**config.mk**
```make
export PLATFORM = sky130hd
export DESIGN_NAME = crc_seq_ctrl
export DESIGN_NICKNAME = d
export VERILOG_FILES = /design/src/rtl/crc_pkg.sv /design/src/rtl/crc_byte_piso.sv /design/src/rtl/crc_seq_ctrl.sv
export SDC_FILE = /design/constraint.sdc
export NUM_CORES = 1
export LEC_CHECK = 0
export CAP_MARGIN = 20
export CORE_MARGIN = 4
export CORE_UTILIZATION = 40
export DETAILED_ROUTE_END_ITERATION = 10
export DONT_BUFFER_PORTS = 1
export HOLD_SLACK_MARGIN = 0.02
export PLACE_DENSITY = 0.61
export SETUP_SLACK_MARGIN = 0.2
export SLEW_MARGIN = 10
export SYNTH_ARGS = -nofsm -noshare
export SYNTH_HDL_FRONTEND = slang
export SYNTH_SLANG_ARGS = --single-unit
```
**constraint.sdc**
```tcl
create_clock -name CLK -period 4.2 [get_ports CLK]
set_input_delay 0.42 -clock CLK [delete_from_list [all_inputs] [get_ports CLK]]
set_output_delay 0.42 -clock CLK [all_outputs]
set_load 0.03 [all_outputs]
```
**src/rtl/crc_pkg.sv**
```systemverilog
`default_nettype none
// Shared encodings and defaults for the CRC engine sequencer.
package crc_pkg;

    localparam int LFSR_WD_DEF = 8;
    localparam int TIMEOUT_DEF = 16;
    localparam int CNT_WD_DEF  = 5;

    typedef enum logic [2:0] {
        IDLE    = 3'd0,
        SEED    = 3'd1,
        SHIFT   = 3'd2,
        DRAIN   = 3'd3,
        CAPTURE = 3'd4,
        ABORT   = 3'd5
    } state_e;

    // Counter width able to index every bit of a WD-bit word (at least 1).
    function automatic int idx_wd(input int wd);
        return (wd > 1) ? $clog2(wd) : 1;
    endfunction

endpackage
`default_nettype wire

```
**src/rtl/crc_byte_piso.sv**
```systemverilog
`default_nettype none
// Byte parallel-in/serial-out register with bit counter; emits bit 0 first
// and flags the final bit of the current byte.
module crc_byte_piso
    import crc_pkg::*;
#(
    parameter int LFSR_WD = LFSR_WD_DEF
) (
    input  logic               clk_i,
    input  logic               rst_ni,
    input  logic               load_i,
    input  logic [LFSR_WD-1:0] data_i,
    input  logic               last_i,
    input  logic               shift_i,
    output logic               bit0_o,
    output logic               last_bit_o,
    output logic               last_o
);

    localparam int BC_WD = idx_wd(LFSR_WD);

    logic [LFSR_WD-1:0] shreg_q, shreg_d;
    logic [BC_WD-1:0]   cnt_q,   cnt_d;
    logic               last_q,  last_d;

    // A load wins over a shift so the next byte follows the last bit with no bubble.
    always_comb begin
        shreg_d = shreg_q;
        cnt_d   = cnt_q;
        last_d  = last_q;
        if (load_i) begin
            shreg_d = data_i;
            cnt_d   = '0;
            last_d  = last_i;
        end else if (shift_i) begin
            shreg_d = {1'b0, shreg_q[LFSR_WD-1:1]};
            cnt_d   = cnt_q + BC_WD'(1);
        end
    end

    always_ff @(posedge clk_i or negedge rst_ni) begin
        if (!rst_ni) begin
            shreg_q <= '0;
            cnt_q   <= '0;
            last_q  <= 1'b0;
        end else begin
            shreg_q <= shreg_d;
            cnt_q   <= cnt_d;
            last_q  <= last_d;
        end
    end

    assign bit0_o     = shreg_q[0];
    assign last_bit_o = (cnt_q == BC_WD'(LFSR_WD - 1));
    assign last_o     = last_q;

endmodule
`default_nettype wire

```
**src/rtl/crc_seq_ctrl.sv**
```systemverilog
`default_nettype none
// Sequencer for a bit-serial CRC engine: reseeds it, feeds message bytes LSB
// first, then assembles the serial CRC returned by the engine.
module crc_seq_ctrl
    import crc_pkg::*;
#(
    parameter int LFSR_WD = LFSR_WD_DEF,
    parameter int TIMEOUT = TIMEOUT_DEF,
    parameter int CNT_WD  = CNT_WD_DEF
) (
    input  logic               CLK,
    input  logic               RST,
    input  logic [LFSR_WD-1:0] in_data,
    input  logic               in_valid,
    input  logic               in_last,
    output logic               in_ready,
    output logic [LFSR_WD-1:0] crc_out,
    output logic               crc_done,
    output logic               err,
    output logic               busy,
    output logic               eng_rst_n,
    output logic               eng_data,
    output logic               eng_active,
    input  logic               eng_crc,
    input  logic               eng_valid
);

    localparam int BC_WD = idx_wd(LFSR_WD);

    state_e             state_q,  state_d;
    logic [CNT_WD-1:0]  to_q,     to_d;
    logic [BC_WD-1:0]   cap_q,    cap_d;
    logic [LFSR_WD-1:0] crc_sh_q, crc_sh_d;
    logic [LFSR_WD-1:0] crc_out_q, crc_out_d;
    logic               done_q,   done_d;
    logic               eng_rst_q;

    logic piso_load, piso_shift, piso_bit0, piso_last_bit, piso_last;

    crc_byte_piso #(
        .LFSR_WD (LFSR_WD)
    ) u_piso (
        .clk_i      (CLK),
        .rst_ni     (RST),
        .load_i     (piso_load),
        .data_i     (in_data),
        .last_i     (in_last),
        .shift_i    (piso_shift),
        .bit0_o     (piso_bit0),
        .last_bit_o (piso_last_bit),
        .last_o     (piso_last)
    );

    always_comb begin
        state_d    = state_q;
        to_d       = to_q;
        cap_d      = cap_q;
        crc_sh_d   = crc_sh_q;
        crc_out_d  = crc_out_q;
        done_d     = 1'b0;
        piso_load  = 1'b0;
        piso_shift = 1'b0;
        in_ready   = 1'b0;
        eng_active = 1'b0;
        eng_data   = 1'b0;
        err        = 1'b0;

        case (state_q)
            IDLE: begin
                if (in_valid) state_d = SEED;
            end
            SEED: begin
                in_ready = 1'b1;
                if (in_valid) begin
                    piso_load = 1'b1;
                    state_d   = SHIFT;
                end else begin
                    state_d   = IDLE;
                end
            end
            SHIFT: begin
                eng_active = 1'b1;
                eng_data   = piso_bit0;
                piso_shift = 1'b1;
                to_d       = '0;
                if (piso_last_bit) begin
                    if (piso_last) begin
                        state_d = DRAIN;
                    end else begin
                        in_ready = 1'b1;
                        if (in_valid) begin
                            piso_load = 1'b1;
                        end else begin
                            err     = 1'b1;
                            state_d = ABORT;
                        end
                    end
                end
            end
            DRAIN: begin
                cap_d = '0;
                // The first Valid cycle already carries CRC bit 0.
                if (eng_valid) begin
                    crc_sh_d[0] = eng_crc;
                    cap_d       = BC_WD'(1);
                    state_d     = CAPTURE;
                end else if (to_q == CNT_WD'(TIMEOUT)) begin
                    err     = 1'b1;
                    state_d = ABORT;
                end else begin
                    to_d = to_q + CNT_WD'(1);
                end
            end
            CAPTURE: begin
                if (eng_valid) begin
                    crc_sh_d[cap_q] = eng_crc;
                    cap_d           = cap_q + BC_WD'(1);
                    if (cap_q == BC_WD'(LFSR_WD - 1)) begin
                        crc_out_d = crc_sh_d;
                        done_d    = 1'b1;
                        state_d   = IDLE;
                    end
                end else begin
                    err     = 1'b1;
                    state_d = ABORT;
                end
            end
            ABORT: begin
                state_d = IDLE;
            end
            default: begin
                state_d = IDLE;
            end
        endcase
    end

    always_ff @(posedge CLK or negedge RST) begin
        if (!RST) begin
            state_q   <= IDLE;
            to_q      <= '0;
            cap_q     <= '0;
            crc_sh_q  <= '0;
            crc_out_q <= '0;
            done_q    <= 1'b0;
            eng_rst_q <= 1'b0;
        end else begin
            state_q   <= state_d;
            to_q      <= to_d;
            cap_q     <= cap_d;
            crc_sh_q  <= crc_sh_d;
            crc_out_q <= crc_out_d;
            done_q    <= done_d;
            // Engine is held in reseed for exactly the SEED and ABORT cycles.
            eng_rst_q <= !((state_d == SEED) || (state_d == ABORT));
        end
    end

    assign crc_out   = crc_out_q;
    assign crc_done  = done_q;
    assign busy      = (state_q != IDLE);
    assign eng_rst_n = eng_rst_q & RST;

endmodule
`default_nettype wire
```
==> impl_metrics.ini <==
[worst_hold_path]
min_to = u_piso.last_o
worstHoldStart = in_last
hold_path_class = input pin to flop
holdPathStages = 2

[timing]
fin_ws_ns = 1.60
worstMarginPinSlew_ns = 0.835
fin_skew_ns = 0.0109
rsz0062_at_grt = false
setup_tns_ns = 0
finalSetupViolations = 0
period_needed_ns = 2.60
period_share_pct = 62.0
slew_headroom_pct = 44.3
fmax_mhz = 384
slew_violations = 0
hold_viol_final = 0
timing.hold.ws_ns = 0.228

[pwr]
finalPower_mw = 1.49
ir_drop_mv = 0.309
leakage_nw = 1.07
power_frac_clock_pct = 20.5
combPwrFrac_pct = 36.7
pwr-share-seq_pct = 42.8
p_switching_mw = 0.586
swShare_pct = 39.3
p_int_mw = 0.906
power_density_mw_per_mm2 = 643

[final_layout]
fill_cells = 509
fin_util_pct = 44.6
drive_gt1_share_pct = 10.8
stdcell_count = 293
fin_nets = 243
synthToLayoutAreaGrowth_pct = 6.36
final_area_sq_mm = 0.00232
diodes = 0

[run]
maxCapViolations = 0

[clocking]
cts_resized = 0
ctsRootBufferMaster = clkbuf_8
cts_buffers = 5
cts_tree = yes
clk_latency_ns = 0.29
clk_path_buf_depth = 2
path_clk_slew_ns = 0.08
cts_sinks = 41
htreeDepth = 2

[floorplan]
fp-row-count = 26
die_w_microns = 81.9
io_pins = 29
core_sq_mm = 0.00520
start_util_pct = 41.9
fp.dieH_microns = 81.9
die_area_sq_mm = 0.00670

[worst_setup_path]
critPathArrivalTime_ns = 2.18
cp_max_fo = 16
worstSetupStartpointType = flop
ff2ff_setup_slack_ns = 2.17
end_kind = output port
crit_required_ns = 3.78
r2r_start = state_q[1]
r2r-end = u_piso.shreg_q[7]
reg2reg_depth = 3
path_class = flop to output port

[synthesis]
synth-edff-count = 0
synth_compound_area_share_pct = 12.7
synthFlopType = dfrtp_1
synthArstFlopShare_pct = 100
syn_nets = 248
synth_fa_ha_area_share_pct = 3.44
synthSimpleGateAreaFrac_pct = 23.3
synth_mux_area_share_pct = 7.39
yosys-top-cells-area = dfrtp_1, a21oi_1, nor2_1, nand2_1, mux2i_1
synthCells = 228
yosysTopAreaCell = dfrtp_1
seq_area_frac_synth_pct = 47.0
synth_top_area_share_pct = 47.0
synth_xor_area_share_pct = 1.20
synth_top_family_by_area = simple AND/OR/NAND/NOR gates
yosys_register_bits = 41
yosysWarningCount = 0
netlist-cell-type-count = 46
synth_area_sq_mm = 0.00218
synth_area_per_cell_sq_um = 9.58

[global_route]
grt_pass1_wl_mm = 6.79
grt_util_all_layers_pct = 13.2
antenna_found_initial = 0
grt-ovfl-total = 0
grt_start_max_net_pins = 42
grt_pass1_vias = 1446

[placement]
dp_cells = 284
io_buffers = 0
pre_cts_ws_ns = 1.91
dp_hpwl_mm = 2.72
gp_congestion = 0.709
placed_cell_area_sq_mm = 0.00219

[drt]
drtPass1Iterations = 4
drt_iter0_markers = 117
vias_per_cell = 5.27
drt-total-wl_mm = 4.02
postRouteAntennaNets = 0
vias = 1543
wire_per_inst_microns = 13.7
drcViolationCount = 0

[status]
status = completed
## power groups by stage
stage	registers (mW)	logic [mW]	clock network (mW)
global route	0.658	0.627	0.335
detailed placement	0.647	0.543	0
finish	0.639	0.547	0.305
global placement	0.644	0.536	0
floorplan	0.573	0.531	0
CTS	0.638	0.558	0.319
## Yosys cell counts, types with 2 or more instances
master    number
buf_6          2
and2_1         4
mux2i_1        9
dfrtp_1       41
a21o_1         2
nand2b_1       3
clkbuf_1       4
ha_1           6
o211ai_1       3
mux2_2         5
nand4_1        2
nor2b_1        4
nor3b_1        3
buf_2          6
nand3_1        7
xor2_1         3
nand3b_1       2
o21ai_0        4
inv_1          5
a21oi_1       30
nand2_1       26
nor2_1        30
nor3_1         2
buf_4          3
## worst max path at each step
| stage | cells past startpoint | end | from | slack [ns] |
|---|---|---|---|---|
| after floorplan | 5 | err | state_q[1] | 2.18 |
| after global placement | 4 | err | state_q[2] | 1.96 |
| after detailed placement | 4 | err | state_q[2] | 1.91 |
| after CTS | 4 | err | state_q[2] | 1.59 |
| after global routing | 4 | err | state_q[2] | 1.49 |
| final | 4 | err | state_q[2] | 1.60 |
## registers in the layout, indices dropped and copies added, names as in the netlist
signal          cells
eng_rst_q           1
crc_sh_q            8
crc_done            1
to_q                5
u_piso.cnt_q        3
u_piso.shreg_q      8
crc_out             8
cap_q               3
u_piso.last_o       1
state_q             3
## cell type report
class	count	area, sq um	area share [%]
clock buffers	5	68.8	2.96
clock inverters	2	35.0	1.51
inverters	5	18.8	0.808
multi-input cells	167	1050	45.2
flip-flops and latches	41	1030	44.2
well taps	70	87.6	3.77
repair buffers	3	37.5	1.62
## timing repair
item / 4_1_cts / 5_1_grt
endpoints found under the hold margin: 41 / 0
hold buffers: 2 / 0
setup buffers: 0 / 0
endpoints found under the setup margin: 0 / 0
## cells in the final DEF, fill, tap and decap left out, types with 5 or more instances in the layout
cell and instances:
clkbuf_8 5, dfrtp_1 41, mux2_2 5, nand3_1 7, a21oi_1 30, inv_1 5
nor2_1 30, nand2_1 26, ha_1 6, mux2i_1 9
## critical path, cell delays in order, from the launching register on
cell and delay [ns]:
dfrtp_1 0.70, or3b_4 0.46, a21o_1 0.17, o21ai_2 0.06
nor3b_2 0.50
## routing by layer
metal / track usage (%) / part of all wire, %
met3: 4.28 / 4.4
met5: 0 / 0
met1: 16.8 / 49
met2: 20.9 / 46
met4: 4.49 / 1.3
## cells by family after synthesis
logic type      Yosys count
simple gates             96
compound gates           47
flops                    41
buf+inv                  20
mux                      15
fa+ha+maj                 6
xor+xnor                  3
Note: power is estimated with default switching activity, not from simulation.
